<file path="config.mk">
export PLATFORM = sky130hd
export DESIGN_NAME = cpu_phi2_ctrl_flat
export DESIGN_NICKNAME = d
export VERILOG_FILES = /design/src/rtl/cpu_phi2_ctrl_if.sv /design/src/rtl/cpu_phi2_ctrl.sv /design/src/flat_wrapper.sv
export SDC_FILE = /design/constraint.sdc
export NUM_CORES = 1
export LEC_CHECK = 0
export ABC_AREA = 1
export CAP_MARGIN = 30
export CORE_AREA = 8 8 85 87
export DETAILED_ROUTE_END_ITERATION = 6
export DIE_AREA = 0 0 93 95
export HOLD_SLACK_MARGIN = 0.12
export PLACE_DENSITY = 0.53
export SETUP_SLACK_MARGIN = 0.3
export SLEW_MARGIN = 20
export SYNTH_ARGS = -nofsm -noshare
export SYNTH_HDL_FRONTEND = slang
export SYNTH_SLANG_ARGS = --single-unit
export TNS_END_PERCENT = 100
</file>
<file path="constraint.sdc">
create_clock -name i_clk_in -period 1.7 [get_ports i_clk_in]
set_input_delay 0.17 -clock i_clk_in [delete_from_list [all_inputs] [get_ports i_clk_in]]
set_output_delay 0.17 -clock i_clk_in [all_outputs]
set_load 0.05 [all_outputs]
</file>
<file path="src/rtl/cpu_phi2_ctrl_if.sv">
// PHI2 controller bus: clock-divider input, run/step controls and PHI2 outputs.
// The master modport is the controller side; the slave modport is the clock/CPU side.
interface cpu_phi2_ctrl_if;
    logic clk_div;
    logic run_req;
    logic step_btn_n;
    logic phi2;
    logic phi2_rise;
    logic phi2_fall;
    logic halted;

    modport master (
        input  clk_div, run_req, step_btn_n,
        output phi2, phi2_rise, phi2_fall, halted
    );

    modport slave (
        output clk_div, run_req, step_btn_n,
        input  phi2, phi2_rise, phi2_fall, halted
    );
endinterface

</file>
<file path="src/rtl/cpu_phi2_ctrl.sv">
// 65C02 PHI2 generator with run / halt / debounced single-step control in the clk_in domain.
// Optional macro CPU_CYCLE_COUNT_EN adds o_cycle_count (PHI2 rising edges since reset).
module cpu_phi2_ctrl #(
    parameter int unsigned DEBOUNCE_CYCLES  = 270000,
    parameter int unsigned STEP_HALF_CYCLES = 14
) (
    input  logic            i_clk_in,
    input  logic            i_rst_n,
`ifdef CPU_CYCLE_COUNT_EN
    output logic [31:0]     o_cycle_count,
`endif
    cpu_phi2_ctrl_if.master io_bus
);

    localparam int unsigned PhW = $clog2(STEP_HALF_CYCLES + 1);
    localparam int unsigned DbW = $clog2(DEBOUNCE_CYCLES + 1);
    localparam logic [PhW-1:0] PhLast = PhW'(STEP_HALF_CYCLES - 1);
    localparam logic [DbW-1:0] DbLast = DbW'(DEBOUNCE_CYCLES - 1);

    typedef enum logic [1:0] {StHalt, StRun, StStepHi, StStepLo} state_e;

    logic           r_div_s1, r_div_s2, r_div_s3;
    logic           w_div_rise, w_div_fall;
    logic           r_btn_s1, r_btn_s2, r_btn_db, r_step_evt;
    logic [DbW-1:0] r_db_cnt;
    state_e         r_state, w_state_d;
    logic [PhW-1:0] r_ph_cnt, w_ph_cnt_d;
    logic           r_phi2, w_phi2_d;
    logic           r_phi2_rise, r_phi2_fall, r_halted;

    always_ff @(posedge i_clk_in) begin
        if (!i_rst_n) begin
            r_div_s1 <= 1'b0;
            r_div_s2 <= 1'b0;
            r_div_s3 <= 1'b0;
        end else begin
            r_div_s1 <= io_bus.clk_div;
            r_div_s2 <= r_div_s1;
            r_div_s3 <= r_div_s2;
        end
    end

    assign w_div_rise = r_div_s2 & ~r_div_s3;
    assign w_div_fall = ~r_div_s2 & r_div_s3;

    // Any change of the synced button either matches the accepted level (count cleared) or
    // starts a fresh run away from it, so comparing against r_btn_db reloads on every change.
    always_ff @(posedge i_clk_in) begin
        if (!i_rst_n) begin
            r_btn_s1   <= 1'b1;
            r_btn_s2   <= 1'b1;
            r_btn_db   <= 1'b1;
            r_db_cnt   <= '0;
            r_step_evt <= 1'b0;
        end else begin
            r_btn_s1   <= io_bus.step_btn_n;
            r_btn_s2   <= r_btn_s1;
            r_step_evt <= 1'b0;
            if (r_btn_s2 == r_btn_db) begin
                r_db_cnt <= '0;
            end else if (r_db_cnt == DbLast) begin
                r_btn_db   <= r_btn_s2;
                r_db_cnt   <= '0;
                r_step_evt <= ~r_btn_s2;
            end else begin
                r_db_cnt <= r_db_cnt + 1'b1;
            end
        end
    end

    always_comb begin
        w_state_d  = r_state;
        w_phi2_d   = r_phi2;
        w_ph_cnt_d = r_ph_cnt;
        case (r_state)
            StHalt: begin
                w_phi2_d = 1'b0;
                if (io_bus.run_req && w_div_rise) begin
                    w_state_d = StRun;
                    w_phi2_d  = 1'b1;
                end else if (r_step_evt) begin
                    w_state_d  = StStepHi;
                    w_phi2_d   = 1'b1;
                    w_ph_cnt_d = '0;
                end
            end
            StRun: begin
                w_phi2_d = r_div_s2;
                if (w_div_fall && !io_bus.run_req) begin
                    w_state_d = StHalt;
                    w_phi2_d  = 1'b0;
                end
            end
            StStepHi: begin
                w_phi2_d = 1'b1;
                if (r_ph_cnt == PhLast) begin
                    w_state_d  = StStepLo;
                    w_phi2_d   = 1'b0;
                    w_ph_cnt_d = '0;
                end else begin
                    w_ph_cnt_d = r_ph_cnt + 1'b1;
                end
            end
            StStepLo: begin
                w_phi2_d = 1'b0;
                if (r_ph_cnt == PhLast) begin
                    w_state_d  = StHalt;
                    w_ph_cnt_d = '0;
                end else begin
                    w_ph_cnt_d = r_ph_cnt + 1'b1;
                end
            end
            default: begin
                w_state_d = StHalt;
                w_phi2_d  = 1'b0;
            end
        endcase
    end

    always_ff @(posedge i_clk_in) begin
        if (!i_rst_n) begin
            r_state     <= StHalt;
            r_phi2      <= 1'b0;
            r_ph_cnt    <= '0;
            r_phi2_rise <= 1'b0;
            r_phi2_fall <= 1'b0;
            r_halted    <= 1'b1;
        end else begin
            r_state     <= w_state_d;
            r_phi2      <= w_phi2_d;
            r_ph_cnt    <= w_ph_cnt_d;
            r_phi2_rise <= w_phi2_d & ~r_phi2;
            r_phi2_fall <= ~w_phi2_d & r_phi2;
            r_halted    <= (w_state_d == StHalt);
        end
    end

`ifdef CPU_CYCLE_COUNT_EN
    logic [31:0] r_cycle_count;

    always_ff @(posedge i_clk_in) begin
        if (!i_rst_n) begin
            r_cycle_count <= 32'd0;
        end else if (w_phi2_d && !r_phi2) begin
            r_cycle_count <= r_cycle_count + 32'd1;
        end
    end

    assign o_cycle_count = r_cycle_count;
`endif

    assign io_bus.phi2      = r_phi2;
    assign io_bus.phi2_rise = r_phi2_rise;
    assign io_bus.phi2_fall = r_phi2_fall;
    assign io_bus.halted    = r_halted;

endmodule

</file>
<file path="src/flat_wrapper.sv">
// flat-port wrapper written by rule: the top's interface ports become plain ports
module cpu_phi2_ctrl_flat 
#(
    parameter int unsigned DEBOUNCE_CYCLES  = 270000,
    parameter int unsigned STEP_HALF_CYCLES = 14
)
  (i_clk_in, i_rst_n, io_bus_clk_div, io_bus_run_req, io_bus_step_btn_n, io_bus_phi2, io_bus_phi2_rise, io_bus_phi2_fall, io_bus_halted);
  cpu_phi2_ctrl_if io_bus_i ();
  input  logic i_clk_in;
  input  logic i_rst_n;
  input wire logic [$bits(io_bus_i.clk_div)-1:0] io_bus_clk_div;
  input wire logic [$bits(io_bus_i.run_req)-1:0] io_bus_run_req;
  input wire logic [$bits(io_bus_i.step_btn_n)-1:0] io_bus_step_btn_n;
  output wire logic [$bits(io_bus_i.phi2)-1:0] io_bus_phi2;
  output wire logic [$bits(io_bus_i.phi2_rise)-1:0] io_bus_phi2_rise;
  output wire logic [$bits(io_bus_i.phi2_fall)-1:0] io_bus_phi2_fall;
  output wire logic [$bits(io_bus_i.halted)-1:0] io_bus_halted;
  assign io_bus_i.clk_div = io_bus_clk_div;
  assign io_bus_i.run_req = io_bus_run_req;
  assign io_bus_i.step_btn_n = io_bus_step_btn_n;
  assign io_bus_phi2 = io_bus_i.phi2;
  assign io_bus_phi2_rise = io_bus_i.phi2_rise;
  assign io_bus_phi2_fall = io_bus_i.phi2_fall;
  assign io_bus_halted = io_bus_i.halted;
  cpu_phi2_ctrl #(.DEBOUNCE_CYCLES(DEBOUNCE_CYCLES), .STEP_HALF_CYCLES(STEP_HALF_CYCLES)) u_core (.i_clk_in(i_clk_in), .i_rst_n(i_rst_n), .io_bus(io_bus_i));
endmodule
</file>
==> results.md, run 1 <==
- Post-Syn Nets: 242
- Maxcap violations: 0
- Commonest non-fill, non-tap cell in the layout: nand2_1
- WL final: 3700 um
- All-Layer GR Usage: 0.0872
- Chip height: 95 um
- Layout cells sized above 1: 0.229
- Clock Sinks: 36
- Post-DP Area: 1860 um2
- CP required: 1.88 ns
- Setup_tns: 0 ns
- Power Internal: 1.34 mW
- Unrepaired setup endpoints after global routing: true
- Peak VDD IR: 506 uV
- Fmax: 747 MHz
- Grt ovf: 0
- Final Net Count: 265
- Clock power share: 0.427
- Root Buffer: clkbuf_8
- Area leader, netlist: dfxtp_1
- CP max FO: 6
- Placer Congestion: 0.860
- First-pass GRT wire length: 6200 um
- Hold Violations, Final: 0
- Core Box Area: 5820 um2
- Vias in the first global route: 1424
- Die X: 93 um
- Flop pwr share: 0.499
- # port buffers: 8
- Cts bufs inserted: 5
- Most frequent cells in the layout: nand2_1 (65), dfxtp_1 (29), inv_1 (25), nor2_1 (20), nor2_2 (15)
- Die area: 8840 um2
- Syn Area/Cell: 7.23 um2
- Initial antenna violation count: 0
- Cells after Synth: 234
- Flops & latches, synth: 36
- Type of origin of the critical path: flop
- Crit path kind: reg2reg
- Slew Limit Fails: 0
- Initial Util: 0.291
- Worst-path clk slew: 0.07 ns
- Worst min-delay path class: in2reg
- Mapped Area: 1690 um2
- Slew headroom: 0.674
- CP max stage cell: dfxtp_1
- Outcome: finished clean
- Share of the synthesized area in the top cell type: 0.426
- Power per cell area: 817 nW/um2
- Largest net degree at the start of global routing: 13
- Initial DRC count: 69
- CTS tree: built
- Logic gate share of total power: 0.074
- Clk_lat worst skew: 0.29 ns
- Synth warn: 0
- Cell family with most CP delay: simple AND/OR/NAND/NOR gates
- HPWL Detailed: 2450 um
- Diodes inserted: 0
- Max Root-Sink Buffers: 2
- Critical path arrival: 1.52 ns
- Remaining antenna violation count after routing: 0
- CTS H-tree lvls: 2
- First-pass DRT Iterations: 4
- Endpoints failing setup: 0
- Seq/Total Area, Yosys: 0.426
- NetSw: 414 uW
- CP max stage delay: 0.34 ns
- Crit path buf inv count: 1
- Vias per cell: 4.50
- Period utilisation layout: 0.787
- Via count: 1498
- Fin crit period: 1.34 ns
- I/O pins: 9
- CTS Hold Bufs: 0
- Post-route DRC: 0
- Leakage power: 0.711 nW
- Layout area overhead: 27.1%
- Sw Ratio: 0.236
- Row count: 28
- Cell variety after synth: 26
- Post-Layout Inst Area: 2150 um2
- Worst setup EP type: flop
- Worst slew pin tran: 0.491 ns
- Synth area leaders: dfxtp_1 (43%), nand2_1 (15%), nor2_1 (6.0%), inv_1 (5.8%), a21oi_1 (4.4%)
- Clock skew: 0.00475 ns
- DR WL/cell: 11.1 um
- Crit path cell chain: inv_1, nand2_1, nor3_4, nand3_4, nand2_4, a21oi_1
## sequential cells by signal (all words and copies together) (netlist names)
name	cells
u_core.r_ph_cnt	4
u_core.r_div_s3	1
u_core.r_state	2
u_core.io_bus.phi2	1
u_core.r_btn_s2	1
u_core.io_bus.phi2_fall	1
u_core.io_bus.halted	1
u_core.r_step_evt	1
u_core.r_db_cnt	19
u_core.r_div_s1	1
u_core.r_btn_s1	1
u_core.r_btn_db	1
u_core.io_bus.phi2_rise	1
u_core.r_div_s2	1
## cell type report
type                    count  area (um2)
clock buffers               5        68.8
clock inverters             3        42.5
fillers                   630        3670
inverters                  26        97.6
multi-input cells         173         986
flip-flops and latches     36         734
well taps                  75        93.8
repair buffers             15         126
## synth_stat cells
| cell type | instances |
|---|---|
| xor2_1 | 3 |
| dfxtp_1 | 36 |
| nand3b_1 | 1 |
| or2_1 | 1 |
| nor3_2 | 1 |
| nand3_1 | 10 |
| a31oi_1 | 1 |
| nor3_1 | 3 |
| buf_12 | 1 |
| clkbuf_1 | 1 |
| nand3_2 | 2 |
| o21bai_1 | 2 |
| nand2_4 | 1 |
| inv_1 | 26 |
| nor2_2 | 10 |
| a21oi_2 | 2 |
| o21ai_0 | 4 |
| a21oi_1 | 15 |
| xnor2_1 | 3 |
| nand4_1 | 9 |
| nand2_1 | 66 |
| and2_1 | 1 |
| or2_0 | 1 |
| ha_1 | 3 |
| nor2_1 | 27 |
| or2_2 | 4 |
## what timing repair did
action                     CTS  global route
pin swaps                    1             8
buffers inserted             0             5
setup endpoints to repair   24            25
cloned                       1             2
hold endpoints to repair     0             0
resized for setup           11            23
## cell families after synthesis
group	synth area share
and+or+nand+nor	0.370
DFF	0.426
buffers and inverters	0.0717
AOI/OAI and AO/OA	0.0791
xor gates and xnor gates	0.0311
adders and majority gates	0.0222
## power by group through the flow
stage | combinational, mW | clock (mW) | sequential, mW
floorplan | 0.0550 | 0 | 0.925
detailed placement | 0.124 | 0 | 0.899
global placement | 0.126 | 0 | 0.898
finish | 0.129 | 0.749 | 0.876
global route | 0.143 | 0.822 | 0.880
CTS | 0.125 | 0.772 | 0.879
## stage by stage
step	instances	total power, mW	hold slack [ns]	setup slack (ns)	utilization
CTS	326	1.78	0.418	0.315	0.347
floorplan	234	0.980	0.239	0.303	-
global route	333	1.84	0.420	0.288	0.370
finish	333	1.76	0.418	0.362	0.370
global placement	317	1.02	0.393	0.227	0.319
detailed placement	317	1.02	0.400	0.162	0.319
## worst reg2reg max path, delay by kind of cell (launching register included)
family	cells	cell delay [ns]
buffers and inverters	1	0.10
and+or+nand+nor	4	0.74
DFF	1	0.34
AOI/OAI and AO/OA	1	0.05
## final timing paths
kind | startpoint | end | slack, ns | cells past startpoint
max | u_core.r_db_cnt[13] | u_core.r_db_cnt[16] | 0.36 | 6
min | io_bus_clk_div | u_core.r_div_s1 | 0.42 | 3
max reg2reg | u_core.r_db_cnt[13] | u_core.r_db_cnt[16] | 0.36 | 6
min reg2reg | u_core.r_div_s1 | u_core.r_div_s2 | 0.42 | 2
## routing by layer
metal	GRT usage	up-vias	wire length [um]
li1	-	795	-
met1	0.101	680	1710
met2	0.141	18	1780
met3	0.0389	5	167
met4	0.0282	0	41
met5	0	-	0
Power figures use the tool's default switching activity.
==> inputs of run 2 (changes only) <==
--- a/config.mk
+++ b/config.mk
@@ -11,7 +11,7 @@
 export DETAILED_ROUTE_END_ITERATION = 6
 export DIE_AREA = 0 0 93 95
 export HOLD_SLACK_MARGIN = 0.12
-export PLACE_DENSITY = 0.53
+export PLACE_DENSITY = 0.55
 export SETUP_SLACK_MARGIN = 0.3
 export SLEW_MARGIN = 20
 export SYNTH_ARGS = -nofsm -noshare
==> constraint.sdc (replaced) <==
create_clock -name i_clk_in -period 1.2 [get_ports i_clk_in]
set_input_delay 0.12 -clock i_clk_in [delete_from_list [all_inputs] [get_ports i_clk_in]]
set_output_delay 0.12 -clock i_clk_in [all_outputs]
set_load 0.05 [all_outputs]
==> run 2 against run 1 <==
Effect of this change:
- the run now ends with negative setup slack left
- hold slack worse by 0.21 ns
- maximum frequency is 7.9% higher
- worst setup slack worse by 0.40 ns
- cell area up 23%
- non-clock buffer count rose by 37
- utilization grew 8.4 points
- combinational power grew 130%
- critical path depth up 2
- first-iteration DRC count is 49% lower
- clock power grew 39%
- critical endpoint is now u_core.r_btn_db
- highest routed layer unchanged
==> results.md, run 2 (synthesized netlist as in run 1, its figures left out) <==
- CP max FO: 4
- Slew Limit Fails: 0
- Die X: 93 um
- All-Layer GR Usage: 0.103
- Failing checks: negative setup slack
- Fin crit period: 1.24 ns
- CP required: 1.44 ns
- CTS tree: built
- Post-route DRC: 0
- Most frequent cells in the layout: nand2_1 (55), buf_4 (39), inv_1 (19), nor2_2 (17)
- WL final: 4140 um
- Root Buffer: clkbuf_8
- Type of origin of the critical path: flop
- Layout area overhead: 56.0%
- Clock Sinks: 36
- Fin util: 0.454
- Vias per cell: 4.48
- Endpoints failing setup: 21
- Fmax: 806 MHz
- Via count: 1647
- Inst Count DP: 352
- Critical path arrival: 1.48 ns
- Die area: 8840 um2
- Crit path kind: reg2reg
- DR WL/cell: 11.2 um
- Worst setup EP type: flop
- Worst-path clk slew: 0.07 ns
- Beginning of the worst register-to-register path: u_core.r_db_cnt[0]
- Initial DRC count: 35
- Commonest non-fill, non-tap cell in the layout: nand2_1
- WHS: 0.206 ns
- Period utilisation layout: 1.03
- Largest register FFs: 19
- Peak VDD IR: 758 uV
- I/O pins: 9
- Final setup margin: -0.0406 ns
- Slew headroom: 0.779
- Maxcap violations: 0
- Post-DP Area: 2260 um2
- Unrepaired setup endpoints after global routing: true
- Finished Layout Cells: 368
- Post-Layout Inst Area: 2640 um2
- Largest net degree at the start of global routing: 12
- # port buffers: 8
- CP Launch Point: u_core.r_db_cnt[0]
- Setup_tns: -0.420 ns
- First-pass GRT wire length: 7250 um
- Leakage power: 0.954 nW
- Final Net Count: 300
- Row count: 28
- Reg with most FFs: u_core.r_db_cnt
- Largest regs: u_core.r_db_cnt: 19 flops, u_core.r_ph_cnt: 4 flops, u_core.r_state: 2 flops
- Cts bufs inserted: 5
- HPWL Detailed: 2920 um
- Initial Util: 0.291
- Remaining antenna violation count after routing: 0
- Grt ovf: 0
- Total power: 2.58 mW
- CTS H-tree lvls: 2
- Worst slew pin tran: 0.331 ns
- Hold path start: i_rst_n
- Initial antenna violation count: 0
- Chip height: 95 um
- Core Box Area: 5820 um2
- Layout cells sized above 1: 0.485
- Power per cell area: 978 nW/um2
- Clk_lat worst skew: 0.29 ns
- Placer Congestion: 0.849
- Clock skew: 0.00414 ns
- First-pass DRT Iterations: 4
- Hold Violations, Final: 0
- Max Root-Sink Buffers: 2
- Place WS: -0.169 ns
- Outcome: finished with violations
- Diodes inserted: 0
- Vias in the first global route: 1621
- Worst min-delay path class: in2reg
==> run 2: changes by cell type in the layout (fill, tap and decap cells not counted), sizes merged <==
cell           change
dlymetal6s2s       +1
clkbuf             +1
dlygate4sd2        -3
buf               +40
clkinvlp           -1
clkdlybuf4s50      -1
nand2              -2
==> run 2: final timing paths <==
check,endpoint,slack [ns],depth (start not counted)
worst max-delay path,u_core.r_btn_db,-0.04,8
worst min-delay path,u_core.r_btn_db,0.21,3
worst max register to register,u_core.r_btn_db,-0.04,8
worst min register to register,u_core.r_div_s2,0.41,2
==> run 2: repair_timing <==
| action | CTS | global route |
|---|---|---|
| pin swaps | 13 | 14 |
| cloned | 1 | 0 |
| hold buffers | 0 | 0 |
| gates resized for setup | 40 | 29 |
| setup buffers | 5 | 2 |
| setup endpoints to repair | 37 | 37 |
==> run 2: layout make-up <==
type	count	area [um2]
Tap cell	75	93.8
Timing Repair Buffer	52	472
Multi-Input combinational cell	171	1110
Clock buffer	6	72.6
Fill cell	591	3180
Inverter	26	100
Sequential cell	36	759
Clock inverter	2	35.0
==> run 2: layer usage <==
| metal | GRT usage | up-vias | share of wire |
|---|---|---|---|
| met4 | 0.0416 | 0 | 0.020 |
| met2 | 0.175 | 23 | 0.49 |
| li1 | - | 862 | - |
| met5 | 0 | - | 0 |
| met1 | 0.118 | 751 | 0.45 |
| met3 | 0.0302 | 11 | 0.038 |
==> run 2: report_power, final <==
part	total, mW	internal [mW]	leakage, nW	switching, mW
combinational	0.292	0.141	0.597	0.151
clock	1.04	0.616	0.0552	0.427
sequential	1.25	1.22	0.303	0.0253
total	2.58	1.98	0.954	0.603
==> run 2: critical path, stage by stage (launching register included) <==
cell and delay, ns:
dfxtp_4 0.36, ha_4 0.14, nand3_4 0.10, nor2_4 0.13
nand3_4 0.16, buf_6 0.17, nand2_2 0.04, nand2_1 0.04
nand2_1 0.04
==> inputs of run 3 (changes only) <==
--- a/config.mk
+++ b/config.mk
@@ -13,7 +13,7 @@
 export HOLD_SLACK_MARGIN = 0.12
 export PLACE_DENSITY = 0.55
 export SETUP_SLACK_MARGIN = 0.3
-export SLEW_MARGIN = 20
+export SLEW_MARGIN = 10
 export SYNTH_ARGS = -nofsm -noshare
 export SYNTH_HDL_FRONTEND = slang
 export SYNTH_SLANG_ARGS = --single-unit
==> results of run 3 <==
Same layout as run 2: the final DEF is identical, and so are final timing and power.
